File: src/rtl/dmi_rsp_engine.sv
// ---------------------------------------------------------------------------
// dmi_rsp_engine
//   DMI responder on the debug-module side of the DMI link. It takes request
//   packets coming out of the request-direction CDC, performs the register
//   access on the debug-module register bus, and hands a response packet to
//   the response-direction CDC over a valid/ready port. Only one transaction
//   is in flight at a time, and a bus timeout guards against a silent target.
//
// Parameters
//   ABITS    DMI address width
//   TIMEOUT  max cycles spent waiting for reg_ack_i (0 = wait forever)
//
// Ports
//   clk, rst       clock, asynchronous active-high reset
//   req_vld_i/rdy  request handshake; payload {addr, data[31:0], op[1:0]}
//                  op 0=nop 1=read 2=write 3=reserved
//   rsp_vld_o/rdy  response handshake; payload {data[31:0], resp[1:0]}
//                  resp 0=success 2=failed
//   reg_req_o      register access request, held until ack or timeout
//   reg_we_o       1=write 0=read
//   reg_addr_o     register address
//   reg_wdata_o    write data
//   reg_ack_i      single-cycle completion pulse
//   reg_rdata_i    read data, sampled with reg_ack_i
//   reg_err_i      access error, sampled with reg_ack_i
// ---------------------------------------------------------------------------
module dmi_rsp_engine #(
  parameter int ABITS   = 7,
  parameter int TIMEOUT = 255
) (
  input  logic             clk,
  input  logic             rst,
  input  logic             req_vld_i,
  input  logic [ABITS+33:0] req_pld_i,
  output logic             req_rdy_o,
  output logic             rsp_vld_o,
  output logic [33:0]      rsp_pld_o,
  input  logic             rsp_rdy_i,
  output logic             reg_req_o,
  output logic             reg_we_o,
  output logic [ABITS-1:0] reg_addr_o,
  output logic [31:0]      reg_wdata_o,
  input  logic             reg_ack_i,
  input  logic [31:0]      reg_rdata_i,
  input  logic             reg_err_i
);

  // Counter keeps at least one bit so a TIMEOUT of 0 still elaborates cleanly.
  localparam int CW = (TIMEOUT > 0) ? $clog2(TIMEOUT + 1) : 1;
  localparam bit TO_EN = (TIMEOUT != 0);
  localparam logic [CW-1:0] CNT_LAST = TO_EN ? CW'(TIMEOUT - 1) : '0;

  localparam logic [1:0] ST_IDLE   = 2'd0;
  localparam logic [1:0] ST_ACCESS = 2'd1;
  localparam logic [1:0] ST_RESP   = 2'd2;

  localparam logic [1:0] OP_NOP   = 2'd0;
  localparam logic [1:0] OP_READ  = 2'd1;
  localparam logic [1:0] OP_WRITE = 2'd2;

  localparam logic [1:0] RESP_OK   = 2'd0;
  localparam logic [1:0] RESP_FAIL = 2'd2;

  logic [1:0]       state_q, state_d;
  logic [CW-1:0]    cnt_q, cnt_d;
  logic             we_q, we_d;
  logic [ABITS-1:0] addr_q, addr_d;
  logic [31:0]      wdata_q, wdata_d;
  logic [33:0]      rsp_pld_q, rsp_pld_d;

  logic [ABITS-1:0] req_addr;
  logic [31:0]      req_data;
  logic [1:0]       req_op;
  logic             req_fire;

  assign req_addr = req_pld_i[ABITS+33:34];
  assign req_data = req_pld_i[33:2];
  assign req_op   = req_pld_i[1:0];

  // Ready is withheld while reset is asserted even though the state already
  // reads IDLE, so nothing can be accepted across the reset release edge.
  assign req_rdy_o = (state_q == ST_IDLE) && !rst;
  assign req_fire  = req_vld_i && req_rdy_o;

  assign rsp_vld_o   = (state_q == ST_RESP);
  assign rsp_pld_o   = rsp_pld_q;
  assign reg_req_o   = (state_q == ST_ACCESS);
  assign reg_we_o    = we_q;
  assign reg_addr_o  = addr_q;
  assign reg_wdata_o = wdata_q;

  // Next-state logic. The response payload is captured once on entry to
  // RESP and then held untouched until the response handshake completes.
  always_comb begin
    state_d   = state_q;
    cnt_d     = cnt_q;
    we_d      = we_q;
    addr_d    = addr_q;
    wdata_d   = wdata_q;
    rsp_pld_d = rsp_pld_q;

    case (state_q)
      ST_IDLE: begin
        if (req_fire) begin
          if (req_op == OP_READ || req_op == OP_WRITE) begin
            addr_d  = req_addr;
            wdata_d = req_data;
            we_d    = (req_op == OP_WRITE);
            cnt_d   = '0;
            state_d = ST_ACCESS;
          end else if (req_op == OP_NOP) begin
            rsp_pld_d = {32'h0, RESP_OK};
            state_d   = ST_RESP;
          end else begin
            rsp_pld_d = {32'h0, RESP_FAIL};
            state_d   = ST_RESP;
          end
        end
      end

      ST_ACCESS: begin
        // Saturating count; an ack on the final timeout cycle still wins.
        if (cnt_q != '1) begin
          cnt_d = cnt_q + 1'b1;
        end
        if (reg_ack_i) begin
          rsp_pld_d = {(we_q ? 32'h0 : reg_rdata_i), (reg_err_i ? RESP_FAIL : RESP_OK)};
          state_d   = ST_RESP;
        end else if (TO_EN && (cnt_q == CNT_LAST)) begin
          rsp_pld_d = {32'h0, RESP_FAIL};
          state_d   = ST_RESP;
        end
      end

      ST_RESP: begin
        if (rsp_rdy_i) begin
          state_d = ST_IDLE;
        end
      end

      default: begin
        state_d = ST_IDLE;
      end
    endcase
  end

  // State and datapath registers; reset drops any transaction in flight.
  always_ff @(posedge clk or posedge rst) begin
    if (rst) begin
      state_q   <= ST_IDLE;
      cnt_q     <= '0;
      we_q      <= 1'b0;
      addr_q    <= '0;
      wdata_q   <= '0;
      rsp_pld_q <= '0;
    end else begin
      state_q   <= state_d;
      cnt_q     <= cnt_d;
      we_q      <= we_d;
      addr_q    <= addr_d;
      wdata_q   <= wdata_d;
      rsp_pld_q <= rsp_pld_d;
    end
  end

endmodule

File: config.mk
export PLATFORM = sky130hd
export DESIGN_NAME = dmi_rsp_engine
export DESIGN_NICKNAME = d
export VERILOG_FILES = /design/src/rtl/dmi_rsp_engine.sv
export SDC_FILE = /design/constraint.sdc
export NUM_CORES = 1
export LEC_CHECK = 0
export CAP_MARGIN = 40
export CELL_PAD_IN_SITES_DETAIL_PLACEMENT = 1
export CELL_PAD_IN_SITES_GLOBAL_PLACEMENT = 1
export CORE_UTILIZATION = 32
export DETAILED_ROUTE_END_ITERATION = 16
export GPL_TIMING_DRIVEN = 0
export PLACE_DENSITY = 0.84
export SYNTH_ARGS = -nofsm -noshare
export SYNTH_HDL_FRONTEND = slang
export SYNTH_SLANG_ARGS = --single-unit
File: constraint.sdc
create_clock -name clk -period 4.3 [get_ports clk]
set_input_delay 1.29 -clock clk [delete_from_list [all_inputs] [get_ports clk]]
set_output_delay 1.29 -clock clk [all_outputs]
set_load 0.01 [all_outputs]
# Yosys cells after proc, flatten, opt, wreduce, memory -nomap -nowiden
# Cells that the tools add are included.
# totals
regBits	84
latchBits	0
mem_bits_rw	0
mem_bits_ro	0
inputBits	79
memories	0
# classes
add_sub_neg	1
mul	0
n_div	0
n_lt_le_gt_ge	0
n_eq_ne	12
n_shift	0
n_mux	18
n_bitwise	0
n_reduce_logical	11
# ops
op	n
34-bit 2-to-1 mux	4
34-bit case mux with 2 select lines	1
32-bit 2-to-1 mux	1
8-bit 2-to-1 mux	3
8-bit case mux with 2 select lines	1
2-bit 2-to-1 mux	7
8-bit by 1-bit adder with 8-bit output (second input constant)	1
8-bit equality test (second input constant)	1
8-bit inequality test (second input constant)	1
4-bit AND reduction	2
2-bit by 1-bit inequality test with 1-bit output (second input constant)	3
2-bit case mux with 3 select lines	1
3-bit AND reduction	2
2-bit by 1-bit equality test with 1-bit output (second input constant)	2
2-bit equality test (second input constant)	2
2-bit zero test	2
2-bit inequality test (second input constant)	2
3-bit by 1-bit inequality test with 1-bit output (second input constant)	1
1-bit logical AND	2
2-bit nonzero test	1
1-bit zero test	1
1-bit logical OR	1

# Longest topological paths before layout
# depth
depth_word	5
ltp_mapped	8

# Worst setup path before layout
# No wires, ideal clock.
# synth_path
kind	input to register
from	in rst
to	reg rsp_pld_q[14], in the netlist rsp_pld_o[14]
setup_ns	0.121
arrival_ns	3.999
setup_slack_ns	0.180
stages	6
cell_sequence	inv_1 -> a31oi_1 -> a211o_1 -> buf_6 -> buf_8 -> a22o_1
# synth_via
elab_chain_cells	5
# synth_rtl
element	line_no	text
from (decl)	32	input logic rst,
1-bit zero test (no line)	--	
1-bit logical AND	82	assign req_rdy_o = (state_q == ST_IDLE) && !rst;
1-bit logical AND	83	assign req_fire = req_vld_i && req_rdy_o;
2-bit inequality test (no line)	--	
4-bit AND reduction (no line)	--	
to (signal assigned)	162	rsp_pld_q <= rsp_pld_d;
to (decl)	69	logic [33:0] rsp_pld_q, rsp_pld_d;
# Every way passes these cells.
# A chain may end at the register's enable or synchronous reset.

# Final worst setup path
# layout_path
from	in rst
to	out req_rdy_o
# layout_via
elab_chain_cells	2
# layout_rtl
element	line_no	text
1-bit zero test (no line)	--	
1-bit logical AND	82	
to (decl)	35	output logic req_rdy_o,
# Every way passes these cells.

==> flow_summary_export.csv <==
group,metric,value,unit
floorplan,rows,36,
synth,yosys_warnings,0,
cts,clk_pin_slew_worst_paths,80,ps
routing,vias,2548,
synth,synth_seq_area_share,62.1,%
sta,fin_crit,3810,ps
critical_path,rrSetupSlack,2220,ps
cts,cts_setup_buffers,0,
cts,cts_max_level,3,
cts,cts_root_buf,"clkbuf_8",
critical_path,critical_path_class,"input pin to output port",
routing,drtIter0Drc,149,
final_layout,nets,479,
place,hpwl,6.83,mm
sta,fin_crit_sh,88.5,%
place,gp_congestion,0.755,
floorplan,io_pins,156,
job,drv_cap,0,
pwr,powerDensity,603,mW/mm2
pwr,power_leakage,2.32,nW
sta,worst_pin_slew,529,ps
cts,cts_buffer_depth,2,
floorplan,core,0.00995,mm2
routing,ant_nets,0,
synth,netlist_area,0.00335,mm2
routing,routed_via_density,4.77,
final_layout,drive_gt1_share,19.5,%
place,port_buffers,154,
final_layout,most-common-layout-cells,"154 x clkdlybuf4s50_1, 83 x dfrtp_1, 41 x mux2_2, 31 x a22o_1, 10 x clkbuf_8",
synth,synth_nets,313,
floorplan,start_util,33.6,%
final_layout,final_area,0.00531,mm2
synth,synthCells,230,
synth,ys_ff_latch,83,
final_layout,layout-area-overhead-vs-synth,58.8,%
routing,wirelength,9.03,mm
critical_path,end_kind,"output port",
cts,holdBufCountCts,0,
cts,cts_tree,"built",
cts,clk-insertion-delay-late,350,ps
routing,routedWlPerCell,16.9,um
outcome,status,"finished clean",
grt,grt_first_pass_wirelength,14.8,mm
sta,rsz0062_at_grt,"no",
grt,antenna_found_initial,0,
sta,setup_viol,0,
synth,synthDistinctLibCells,38,
final_layout,final_common_cell,"clkdlybuf4s50_1",
sta,hold_violations,0,
synth,syn-mean-instance-area,14.5,um2
final_layout,insertedDiodeCount,0,
sta,hold_ws,502,ps
grt,grt_overflow_total,0,
sta,slew_violations,0,
cts,cts_resized,0,
critical_path,cp.arrival,2520,ps
pwr,ir_drop,0.296,mV
grt,grt_pass1_vias,2788,
cts,cts.sink_count,83,
floorplan,die_w,104,um
critical_path,critPathMaxFanout,3,
grt,grt_start_max_net_pins,57,
cts,numCtsBuffers,9,
critical_path,path_common_cell,"clkdlybuf4s50_1",
routing,drt-pass1-iter-count,4,
floorplan,dieArea,0.0109,mm2
worst_hold_path,hp-class,"flop to flop",
routing,drc,0,
place,place_area,0.00508,mm2
critical_path,cp_slowest_stage_delay,590,ps
grt,grt.total_usage,17.4,%
critical_path,crit_path_start_kind,"input pin",
critical_path,required,3010,ps
critical_path,cp_slowest_cell,"clkdlybuf4s50_1",
sta,fmax,0.263,GHz
sta,maxSlewHeadroom,64.5,%
floorplan,die_h,104,um
sta,clock_skew,9.86,ps
critical_path,cp_cell_sequence,"clkdlybuf4s50_1 -> nor3_1 -> clkdlybuf4s50_1",
-- critical path, delay by kind of cell --
kind | cells | cell delay [ps]
buffers and inverters | 2 | 1060
AND/OR/NAND/NOR | 1 | 170
-- stage by stage --
stage / utilization, % / instances / total power (W) / TNS [ps] / worst slack [ps]
floorplan: - / 230 / 0.00179 / 0 / 180
finish: 53.4 / 534 / 0.00320 / 0 / 493
global route: 53.4 / 534 / 0.00339 / 0 / 441
CTS: 53.4 / 534 / 0.00325 / 0 / 478
detailed placement: 51.1 / 518 / 0.00260 / 0 / 482
global placement: 50.8 / 517 / 0.00255 / -83250 / -1130
-- cell families (layout without fill, tap and decap cells) --
kind of cell | count (synthesis) | after routing | share of synthesized area, %
other | 1 | 1 | 0.112
XOR/XNOR | 1 | 1 | 0.262
multiplexers | 43 | 43 | 14.5
buffers and inverters | 20 | 191 | 4.41
flip-flops | 83 | 83 | 62.1
AND/OR/NAND/NOR | 29 | 29 | 5.01
AO/OA/AOI/OAI | 49 | 49 | 12.1
adder cells (fa/ha/maj) | 4 | 4 | 1.50
-- cell usage after synthesis --
cell type,n,area (um2)
nand2_1,8,30.0
nand3_1,2,10.0
o21a_1,1,7.51
ha_1,4,50.1
a211o_1,1,8.76
or3_1,1,6.26
and4_1,1,8.76
and3b_1,1,8.76
and4_4,1,11.3
mux2_4,1,15.0
buf_2,4,20.0
a22o_2,2,20.0
and3_2,2,15.0
nand2b_1,2,12.5
inv_1,7,26.3
and2_1,2,12.5
buf_1,1,3.75
dfrtp_1,83,2080
a22o_1,31,272
nor2_1,3,11.3
nor3b_2,1,12.5
conb_1,1,3.75
nor3b_1,1,7.51
xnor2_1,1,8.76
mux2_2,41,462
a21oi_1,5,25.0
and3_1,1,6.26
a31oi_1,3,18.8
o31ai_1,1,7.51
a41oi_2,1,16.3
buf_8,3,45.0
mux2i_1,1,10.0
nor3_1,3,15.0
o21ai_0,2,10.0
buf_6,4,45.0
o41ai_1,1,8.76
a221o_1,1,10.0
buf_4,1,7.51
-- power breakdown --
group	switching, W	internal, W
combinational	0.000474	0.000828
clock	0.000285	0.000347
sequential	0.000182	0.00109
-- routing by layer --
layer  share of wire (%)  track usage [%]  vias to the layer above
li1                    -                -                     1175
met1                  42             21.2                     1248
met2                  49             28.5                      113
met3                 6.9             5.95                       12
met4                 1.9             6.33                        0
met5                   0                0                        -
-- flip-flops by register name, indices dropped and copies added, names as in the netlist --
register	count
rsp_pld_o	33
reg_wdata_o	32
cnt_q	8
reg_addr_o	7
state_q	2
reg_we_o	1
-- cell type report --
| cell class | count | area, um2 |
|---|---|---|
| Multi-Input combinational cell | 127 | 1120 |
| Buffer | 13 | 121 |
| Clock buffer | 11 | 141 |
| Sequential cell | 83 | 2080 |
| Clock inverter | 5 | 86.3 |
| Tap cell | 133 | 166 |
| Inverter | 7 | 28.8 |
| Fill cell | 1008 | 4640 |
| Timing Repair Buffer | 155 | 1570 |
-- path summary, 6_finish.rpt --
check,depth (start not counted),endpoint,startpoint
worst min-delay path,1,rsp_pld_o[31],rsp_pld_o[31]
worst max register to register,5,cnt_q[1],cnt_q[1]
worst min register to register,1,rsp_pld_o[31],rsp_pld_o[31]
min in group asynchronous,2,rsp_pld_o[13],rst
worst max-delay path,3,req_rdy_o,rst
max in group asynchronous,3,reg_wdata_o[10],rst
No activity file was read; power rests on OpenSTA's default activity.
